## config.mk

```make
export PLATFORM = sky130hd
export DESIGN_NAME = regfile_sched
export DESIGN_NICKNAME = d
export VERILOG_FILES = /design/src/rtl/regfile_sched_pkg.sv /design/src/rtl/regfile_sched_wb_fifo.sv /design/src/rtl/regfile_sched.sv
export SDC_FILE = /design/constraint.sdc
export NUM_CORES = 1
export LEC_CHECK = 0
export CAP_MARGIN = 20
export CORE_UTILIZATION = 48
export DETAILED_ROUTE_END_ITERATION = 10
export GPL_TIMING_DRIVEN = 0
export PLACE_DENSITY = 0.92
export SLEW_MARGIN = 20
export SYNTH_ARGS = -nofsm -noshare
export SYNTH_HDL_FRONTEND = slang
export SYNTH_SLANG_ARGS = --single-unit
```

## constraint.sdc

```tcl
create_clock -name clock -period 4.6 [get_ports clock]
set_clock_uncertainty 0.1 [all_clocks]
set_input_delay 0.46 -clock clock [delete_from_list [all_inputs] [get_ports clock]]
set_output_delay 0.46 -clock clock [all_outputs]
set_load 0.01 [all_outputs]
```

## src/rtl/regfile_sched_pkg.sv

```systemverilog
// regfile_sched_pkg: shared widths, write record, clear FSM state and clear-range helper
// for the regfile write-port scheduler.
package regfile_sched_pkg;
    localparam int RF_ADDR_W = 10;
    localparam int RF_HART_W = 5;
    localparam int RF_REG_W  = 5;
    localparam int RF_DATA_W = 32;

    typedef struct packed {
        logic [RF_ADDR_W-1:0] addr;
        logic [RF_DATA_W-1:0] data;
    } rf_wr_t;

    typedef enum logic [1:0] {CLR_IDLE, CLR_RUN, CLR_DONE} clr_state_t;

    // True when address a lies in bank h at or above the next register the clear will zero.
    function automatic logic clr_pending(input logic [RF_ADDR_W-1:0] a,
                                         input logic [RF_HART_W-1:0] h,
                                         input logic [RF_REG_W-1:0]  c);
        return a[RF_ADDR_W-1:RF_REG_W] == h && a[RF_REG_W-1:0] >= c;
    endfunction
endpackage

```

## src/rtl/regfile_sched_wb_fifo.sv

```systemverilog
// wb_fifo: load-writeback buffer of rf_wr_t records.
// Ports: clock, reset (sync, active-high); push/wr enqueue; pop/head dequeue;
// full/empty status; ent_valid/ent_addr expose every slot for pending-write checks.
module wb_fifo
    import regfile_sched_pkg::*;
#(
    parameter int FIFO_DEPTH = 2
) (
    input  logic                                  clock,
    input  logic                                  reset,
    input  logic                                  push,
    input  logic                                  pop,
    input  rf_wr_t                                wr,
    output rf_wr_t                                head,
    output logic                                  full,
    output logic                                  empty,
    output logic [FIFO_DEPTH-1:0]                 ent_valid,
    output logic [FIFO_DEPTH-1:0][RF_ADDR_W-1:0]  ent_addr
);
    localparam int PW = $clog2(FIFO_DEPTH);

    rf_wr_t     mem [FIFO_DEPTH];
    logic [PW:0] wp, rp, cnt;

    assign cnt   = wp - rp;
    assign full  = cnt == (PW+1)'(FIFO_DEPTH);
    assign empty = wp == rp;
    assign head  = mem[rp[PW-1:0]];

    always_ff @(posedge clock) begin
        if (reset) begin
            wp <= '0;
            rp <= '0;
        end else begin
            wp <= push ? wp + 1'b1 : wp;
            rp <= pop ? rp + 1'b1 : rp;
        end
    end

    always_ff @(posedge clock) begin
        if (push) mem[wp[PW-1:0]] <= wr;
    end

    // A slot is live when its distance from the read pointer is below the fill count.
    always_comb begin
        for (int i = 0; i < FIFO_DEPTH; i++) begin
            ent_addr[i]  = mem[i].addr;
            ent_valid[i] = {1'b0, PW'(i) - rp[PW-1:0]} < cnt;
        end
    end
endmodule

```

## src/rtl/regfile_sched.sv

```systemverilog
// regfile_sched: shares the regfile write port between ALU writeback, buffered load
// writeback and a per-hart bank clear, and flags reads of still-pending writes.
// Ports: clock, reset (sync, active-high); alu_wr_*; mem_wr_* with mem_wr_ready;
// clr_req/clr_hart with clr_busy/clr_done; chk_addr1/2 -> chk_hit; rf_waddr/rf_wdata/rf_wren.
// Option: define REGFILE_SCHED_X0_FILTER_EN to drop ALU/load writes to register 0.
module regfile_sched
    import regfile_sched_pkg::*;
#(
    parameter int FIFO_DEPTH = 2
) (
    input  logic                 clock,
    input  logic                 reset,
    input  logic                 alu_wr_valid,
    input  logic [RF_ADDR_W-1:0] alu_wr_addr,
    input  logic [RF_DATA_W-1:0] alu_wr_data,
    input  logic                 mem_wr_valid,
    input  logic [RF_ADDR_W-1:0] mem_wr_addr,
    input  logic [RF_DATA_W-1:0] mem_wr_data,
    output logic                 mem_wr_ready,
    input  logic                 clr_req,
    input  logic [RF_HART_W-1:0] clr_hart,
    output logic                 clr_busy,
    output logic                 clr_done,
    input  logic [RF_ADDR_W-1:0] chk_addr1,
    input  logic [RF_ADDR_W-1:0] chk_addr2,
    output logic                 chk_hit,
    output logic [RF_ADDR_W-1:0] rf_waddr,
    output logic [RF_DATA_W-1:0] rf_wdata,
    output logic                 rf_wren
);
    clr_state_t                           state;
    logic [RF_HART_W-1:0]                 hart;
    logic [RF_REG_W-1:0]                  cnt;
    rf_wr_t                               head;
    logic                                 full, empty, fifo_hit;
    logic [FIFO_DEPTH-1:0]                ent_valid;
    logic [FIFO_DEPTH-1:0][RF_ADDR_W-1:0] ent_addr;
    logic alu_x0, mem_x0, alu_use, mem_acc, mem_keep, pop, bypass, push, clr_wr;

`ifdef REGFILE_SCHED_X0_FILTER_EN
    assign alu_x0 = alu_wr_addr[RF_REG_W-1:0] == '0;
    assign mem_x0 = mem_wr_addr[RF_REG_W-1:0] == '0;
`else
    assign alu_x0 = 1'b0;
    assign mem_x0 = 1'b0;
`endif

    // Everything is gated by reset so the port and status outputs read idle while it is held.
    assign mem_wr_ready = !reset && !full;
    assign alu_use      = !reset && alu_wr_valid && !alu_x0;
    assign mem_acc      = mem_wr_valid && mem_wr_ready;
    assign mem_keep     = mem_acc && !mem_x0;
    assign pop          = !reset && !empty && !alu_use;
    assign bypass       = mem_keep && empty && !alu_use;
    assign push         = mem_keep && !bypass;
    assign clr_wr       = !reset && state == CLR_RUN && !alu_use && !pop && !bypass;

    assign rf_wren  = alu_use || pop || bypass || clr_wr;
    assign rf_waddr = alu_use ? alu_wr_addr : pop ? head.addr : bypass ? mem_wr_addr :
                      clr_wr ? {hart, cnt} : '0;
    assign rf_wdata = alu_use ? alu_wr_data : pop ? head.data : bypass ? mem_wr_data : '0;

    assign clr_busy = !reset && state != CLR_IDLE;
    assign clr_done = !reset && state == CLR_DONE;

    wb_fifo #(.FIFO_DEPTH(FIFO_DEPTH)) u_fifo (
        .clock     (clock),
        .reset     (reset),
        .push      (push),
        .pop       (pop),
        .wr        ('{addr: mem_wr_addr, data: mem_wr_data}),
        .head      (head),
        .full      (full),
        .empty     (empty),
        .ent_valid (ent_valid),
        .ent_addr  (ent_addr)
    );

    always_comb begin
        fifo_hit = 1'b0;
        for (int i = 0; i < FIFO_DEPTH; i++)
            fifo_hit |= ent_valid[i] && (ent_addr[i] == chk_addr1 || ent_addr[i] == chk_addr2);
    end

    assign chk_hit = !reset && (fifo_hit || (state == CLR_RUN &&
                     (clr_pending(chk_addr1, hart, cnt) || clr_pending(chk_addr2, hart, cnt))));

    always_ff @(posedge clock) begin
        if (reset) begin
            state <= CLR_IDLE;
            hart  <= '0;
            cnt   <= '0;
        end else begin
            case (state)
                CLR_IDLE: if (clr_req) begin
                    hart  <= clr_hart;
                    cnt   <= '0;
                    state <= CLR_RUN;
                end
                CLR_RUN: if (clr_wr) begin
                    cnt   <= cnt + 1'b1;
                    state <= &cnt ? CLR_DONE : CLR_RUN;
                end
                default: state <= CLR_IDLE;
            endcase
        end
    end
endmodule

```

==> run summary <==
The flow ran to the end, and the final reports show no timing, DRC or antenna violations. The number of buffers inserted to repair setup after CTS is 0. Adding up every negative setup slack in the final design gives 0 ns. Setup violations remaining at the end of the flow were counted as 0. STA puts the critical path data required time at ~4.0 ns. The biggest fanout along the worst timing path is 10. The via count came out at 4495.

Setup repair after global routing left no endpoint under its margin. Clock tree synthesis found a total of between 100 and 150 sinks. The count of inserted antenna diode cells came out at 0. Traced cell by cell, the critical path runs through inv_1, ha_1, a21oi_2, nor2b_1, or2_2, buf_2, a221oi_1, a311oi_1, clkdlybuf4s50_1.

The number of iterations in the first detailed-routing pass came out at 5. Once the floorplan was initialized, standard cells occupied between 40% and 50% of the core. The maximum vdd ir drop came out at roughly 0.00020 V. The instance count of the mapped netlist came out at roughly 460.

The relative area change from synthesis to final layout came out at 39.4%. The count of maximum capacitance violations came out at 0. The source-to-sink clock delay at the later pin of the worst-skew pair came out at 0.34 ns. The number of global-route vias before repair came out at approximately 4600.

For the pin with the worst max-slew slack, the measured transition is about 0.83 ns. The tree is rooted in a clkbuf_16. The slowest stage of the critical path is the clkdlybuf4s50_1 cell. The site row count is 38. After detailed routing, the number of vias per cell comes to 5.76. The count of final hold-check violations came to 0. The post-layout net count came out at approximately 770.

Each instance of the synthesized netlist takes up on average around 12 um^2. The area share of the largest cell type after synthesis came out at 46.0%. When the netlist entered floorplanning its net count stood at between 500 and 600.

The H-tree depth is 3. The die outline height is ~110 um. Among all cell types in the netlist, the one instantiated most often is nor2_1. The count of input and output buffers came out at 160. After global routing the overflow that remains totals 0. Across every metal layer, demand over resource in global routing totals a little over a quarter. After the first detailed-routing iteration, the DRC count stood at 311. The clock-pin slew on the worst setup and hold paths came out at ~0.070 ns. Data on the critical path arrives at its endpoint at ~3.3 ns.

The initial antenna violation count is 0. The number of warning messages in the yosys log came out at 0. STA classifies the critical path endpoint as a primary output. After detailed routing, the average wire length per cell comes to approximately 20 um. The post-synthesis register bit count is about 100. The number of fill cells came out at 812. The total power divided by cell area is just under 300 mW/mm^2. The CTS buffer count came out at 9. In the synthesized netlist the async set-or-reset flop fraction comes to 0%. The count of antenna-violating nets left after detailed routing came out at 0. Once detailed placement completed, the half-perimeter wirelength came to between 10000 and 15000 um.

The area of the core came out at about 0.011 mm^2. Static timing analysis puts the maximum clock frequency at approximately 260 MHz. The detailed-routed wire length on met3 came out at roughly 1200 um.

The post-layout minimum cycle time came out at slightly below 4 ns. The final critical path takes up 84.1% of the cycle. Measured along the x axis, the die boundary spans 109 um.

The routability congestion estimate from global placement came out at a little under 0.9. The total routed wire length on the met1 layer came out at 6390 um. The first global-routing pass estimated 24100 um of wire. The maximum buffer depth of the clock tree came out at 2.

In this run, distinct cell masters in the synthesized netlist total 39. The top layer reached by signal wires is met4. Post-CTS repair changed the size of 0 cells. TritonCTS built the clock tree. The routed wire length is 15600 um. The headroom to the max-slew limit is roughly 44%. The number of DRC violations after detailed routing came out at 0. The reported leakage power came out at about 2.6 nW. Ranked by total cell area, the synthesized netlist is headed by edfxtp_1 (46%), xnor2_1 (6.9%), mux2_2 (6.6%).

The die covers ~0.012 mm^2. The number of primary I/O pins is approximately 160. In the synthesized netlist the dominant register cell turns out to be edfxtp_1. Counting instances in the post-synthesis netlist gives the leading cell types as nor2_1 (92), edfxtp_1 (84), xnor2_1 (43).

The synthesized area came out at about 0.0055 mm^2. The worst hold margin came out at between 0.3 and 0.4 ns. The class of the tightest hold or removal check is register to register. The number of synthesized flops with an enable pin came out at 84. On the worst path, the slowest cell contributes a delay of roughly 0.6 ns. The fraction of final layout cells sized beyond drive strength 1 is between 10% and 20%. The most area-hungry cell type in the Yosys netlist is edfxtp_1. The sequential cell area in the final layout came out at about 0.0029 mm^2. The sequential fraction of the synthesis area came out at around 52%. The routed design uses 7670 um of met2 wire.

The kind of launch point of the worst setup path is a register. The post-cts hold buffer count came out at 0. The worst setup path is of the register to primary output kind. The multi-input gate area in the final layout came out at between 0.002 and 0.0025 mm^2. Entering global routing, the biggest net connects 23 pins. The number of max-slew violations in the final report came out at 0.
-- cell families after synthesis --
family | synth area share (%)
compound gates | 11.3
xor+xnor | 9.71
fa+ha+maj | 3.42
buf+inv | 2.71
flops | 52.2
mux | 9.30
simple gates | 11.4
-- flip-flops by register name, summed over array words and instances (netlist names), named ones only --
register    flops
cnt             5
u_fifo.wp       2
state           2
u_fifo.mem     84
hart            5
u_fifo.rp       2
-- power by group --
group,internal (mW),leakage (nW),switching (mW)
Combinational,0.243,1.56,0.203
Sequential,1.01,0.898,0.0147
Clock,0.379,0.137,0.354
Total,1.64,2.60,0.572
-- path summary, 6_finish.rpt --
path / from / endpoint / slack (ns) / depth (start not counted)
max: u_fifo.rp[0]$_SDFFE_PP0P_ / rf_waddr[8] / 0.73 / 9
min: state[1]$_SDFFE_PP0P_ / state[0]$_SDFFE_PP0P_ / 0.37 / 1
max reg2reg: u_fifo.wp[0]$_SDFFE_PP0P_ / u_fifo.mem[0][32]$_DFFE_PP_ / 1.49 / 7
min reg2reg: state[1]$_SDFFE_PP0P_ / state[0]$_SDFFE_PP0P_ / 0.37 / 1
-- stage by stage --
step,worst slack [ns],instance area [um^2],total power [mW],instances,util (%)
5_1_grt,0.557,7650,2.28,781,69.6
4_1_cts,0.725,7650,2.21,781,69.6
3_5_place_dp,0.858,7360,1.49,765,67.0
6_report,0.733,7650,2.21,781,69.6
3_3_place_gp,-0.715,7260,1.48,762,66.1
2_1_floorplan,0.841,5490,1.24,462,-
-- cells in the final DEF (no fill, tap or decap), types with 15 or more instances in the layout --
| master | netlist | final |
|---|---|---|
| ha_1 | 15 | 15 |
| dfxtp_1 | 17 | 17 |
| edfxtp_1 | 84 | 84 |
| xnor2_1 | 43 | 43 |
| mux2_2 | 32 | 32 |
| nor2_1 | 92 | 90 |
| xor2_1 | 15 | 15 |
| clkbuf_1 | 19 | 20 |
| a221oi_1 | 38 | 38 |
| clkdlybuf4s50_1 | 0 | 160 |
| mux2i_1 | 15 | 15 |
-- routing by layer --
layer / GRT usage [%] / vias up
met3: 5.44 / 27
met5: 0 / -
met2: 45.5 / 202
met1: 35.2 / 2168
li1: - / 2098
met4: 9.75 / 0
-- area by class of cell --
| cell class | count | share of cell area (%) |
|---|---|---|
| flip-flops and latches | 101 | 37.4 |
| clock inverters | 6 | 0.736 |
| repair buffers | 163 | 22.0 |
| multi-input cells | 326 | 32.6 |
| plain buffers | 26 | 1.51 |
| well taps | 140 | 2.29 |
| clock buffers | 10 | 2.99 |
| inverters | 9 | 0.442 |
-- critical path, delay by kind of cell, from the launching register on --
| kind | cells | cell delay [ns] |
|---|---|---|
| buffers and inverters | 3 | 0.93 |
| AOI/OAI and AO/OA | 3 | 0.85 |
| DFF | 1 | 0.43 |
| adders and majority gates | 1 | 0.37 |
| and+or+nand+nor | 2 | 0.37 |
(Power assumes the default switching activity.)
==> RTL edit, RTL diff (config.mk and constraints unchanged) <==
Add a define of `REGFILE_SCHED_X0_FILTER_EN`.
--- a/src/rtl/regfile_sched.sv
+++ b/src/rtl/regfile_sched.sv
@@ -4,4 +4,6 @@
 // clr_req/clr_hart with clr_busy/clr_done; chk_addr1/2 -> chk_hit; rf_waddr/rf_wdata/rf_wren.
 // Option: define REGFILE_SCHED_X0_FILTER_EN to drop ALU/load writes to register 0.
+`define REGFILE_SCHED_X0_FILTER_EN
+
 module regfile_sched
     import regfile_sched_pkg::*;
Behaviour: not the same (a bounded check fails within 4 cycles, from zero or initial values and one cycle with reset high).
==> RTL edit against the unedited design <==
- design area shrank 1.3%
- count of clock-buffer cells in the layout is the same
- sequential cell count is the same
- combinational power grew 0.9%
- hold slack gained 0.071 ns
- global-route usage grew 0.87 points
- power grew 0.44%
- register-to-register slack gained 0.12 ns
- sequential power is essentially flat
- worst setup slack lost 0.31 ns
- synthesized area shrank 1.2%
- routed wire length grew 2.8%
- final cell count grew 0.51%
==> RTL edit: results (changes against the unedited design) <==
stage	metric	value	unit	change
status	status	finished, final reports clean		
yosys	ys_types	50		+28%
placed_design	placed_cells	769		+0.52%
global_route	grt_use_total	28.1	%	+0.87 points
routing	num_vias	4589		+2.1%
routing	wirelength_met1	6300	um	-1.4%
pwr	switching_share	26.4	%	+0.49 points
global_route	grt_pass1_wl	24400	um	+1.0%
yosys	synth_nets	596		+0.85%
critical_path	critPathMaxStageDelay	0.55	ns	-0.04 ns
routing	wl_per_cell	20.4	um	+2.3%
critical_path	critical_path_arrival	3.61	ns	+0.30 ns
pwr	p_leak	2.60	nW	+0.26%
global_route	use_met1	33.4	%	-1.8 points
yosys	synth_compound_area_share	13.5	%	+2.3 points
global_route	grt_max_degree	25		+8.7%
placed_design	place_congestion	0.967		+9.0%
yosys	synth_fa_ha_area_share	3.46	%	+0.040 points
yosys	synth_xor_area_share	9.21	%	-0.51 points
yosys	ys_top_cells_by_area	edfxtp_1 47%, dfxtp_1 6.3%, xor2_1 6.1%		
yosys	synth_area_per_cell	11.6	um2	-2.2%
routing	wl_met2	7980	um	+4.1%
routing	first_iter_violations	366		+18%
pwr	irDropWorstVdd	218	uV	+9.1%
critical_path	regToRegSetupSlack	1.61	ns	+0.12 ns
placed_design	hpwl	12100	um	+3.1%
yosys	yosys-top-cells-count	84 x edfxtp_1, 49 x nor2_1, 38 x xor2_1		
global_route	gr-usage-met2	48.9	%	+3.4 points
sta	worstMarginPinSlew	0.704	ns	-0.123 ns
yosys	synthMuxAreaShare	8.42	%	-0.88 points
-- RTL edit: through the flow --
stage          setup TNS [ns]  setup slack (ns)  cell area [um2]
2_1_floorplan               0             0.814             5420
3_5_place_dp                0             0.522             7260
6_report                    0             0.428             7550
3_3_place_gp           -76.20            -0.914             7200
5_1_grt                     0             0.196             7550
4_1_cts                     0             0.502             7550
-- RTL edit: cells by family (layout without fill, tap and decap cells) --
kind of cell	after synthesis	after routing
compound gates	104	104
flops	101	101
simple gates	112	112
xor+xnor	57	57
fa+ha+maj	15	15
mux	42	42
buf+inv	36	214
-- RTL edit: area by class of cell --
class | instances | area, um2
Buffer | 25 | 121
Clock buffer | 10 | 229
Tap cell | 140 | 175
Clock inverter | 6 | 57.6
Multi-Input combinational cell | 330 | 2410
Fill cell | 791 | 3390
Sequential cell | 101 | 2860
Inverter | 11 | 41.3
Timing Repair Buffer | 162 | 1650
-- RTL edit: power by group through the flow --
stage | Combinational, mW | Sequential, mW | Clock [mW]
after floorplan | 0.188 | 1.04 | 0
after global placement | 0.428 | 1.05 | 0
after detailed placement | 0.446 | 1.05 | 0
after CTS | 0.450 | 1.03 | 0.747
after global routing | 0.483 | 1.03 | 0.776
final | 0.451 | 1.03 | 0.739
-- RTL edit: worst paths after layout --
| check | cells past startpoint | start | end |
|---|---|---|---|
| min reg2reg | 2 | hart[1] | hart[1] |
| max reg2reg | 6 | u_fifo.rp[0] | u_fifo.mem[1][35] |
| min | 2 | hart[1] | hart[1] |
| max | 9 | reset | rf_waddr[3] |
-- RTL edit: worst min-delay path, delay by kind of cell (launching register included) --
kind / cells / cell delay (ns)
compound gates: 1 / 0.05
flops: 1 / 0.37
simple gates: 1 / 0.08
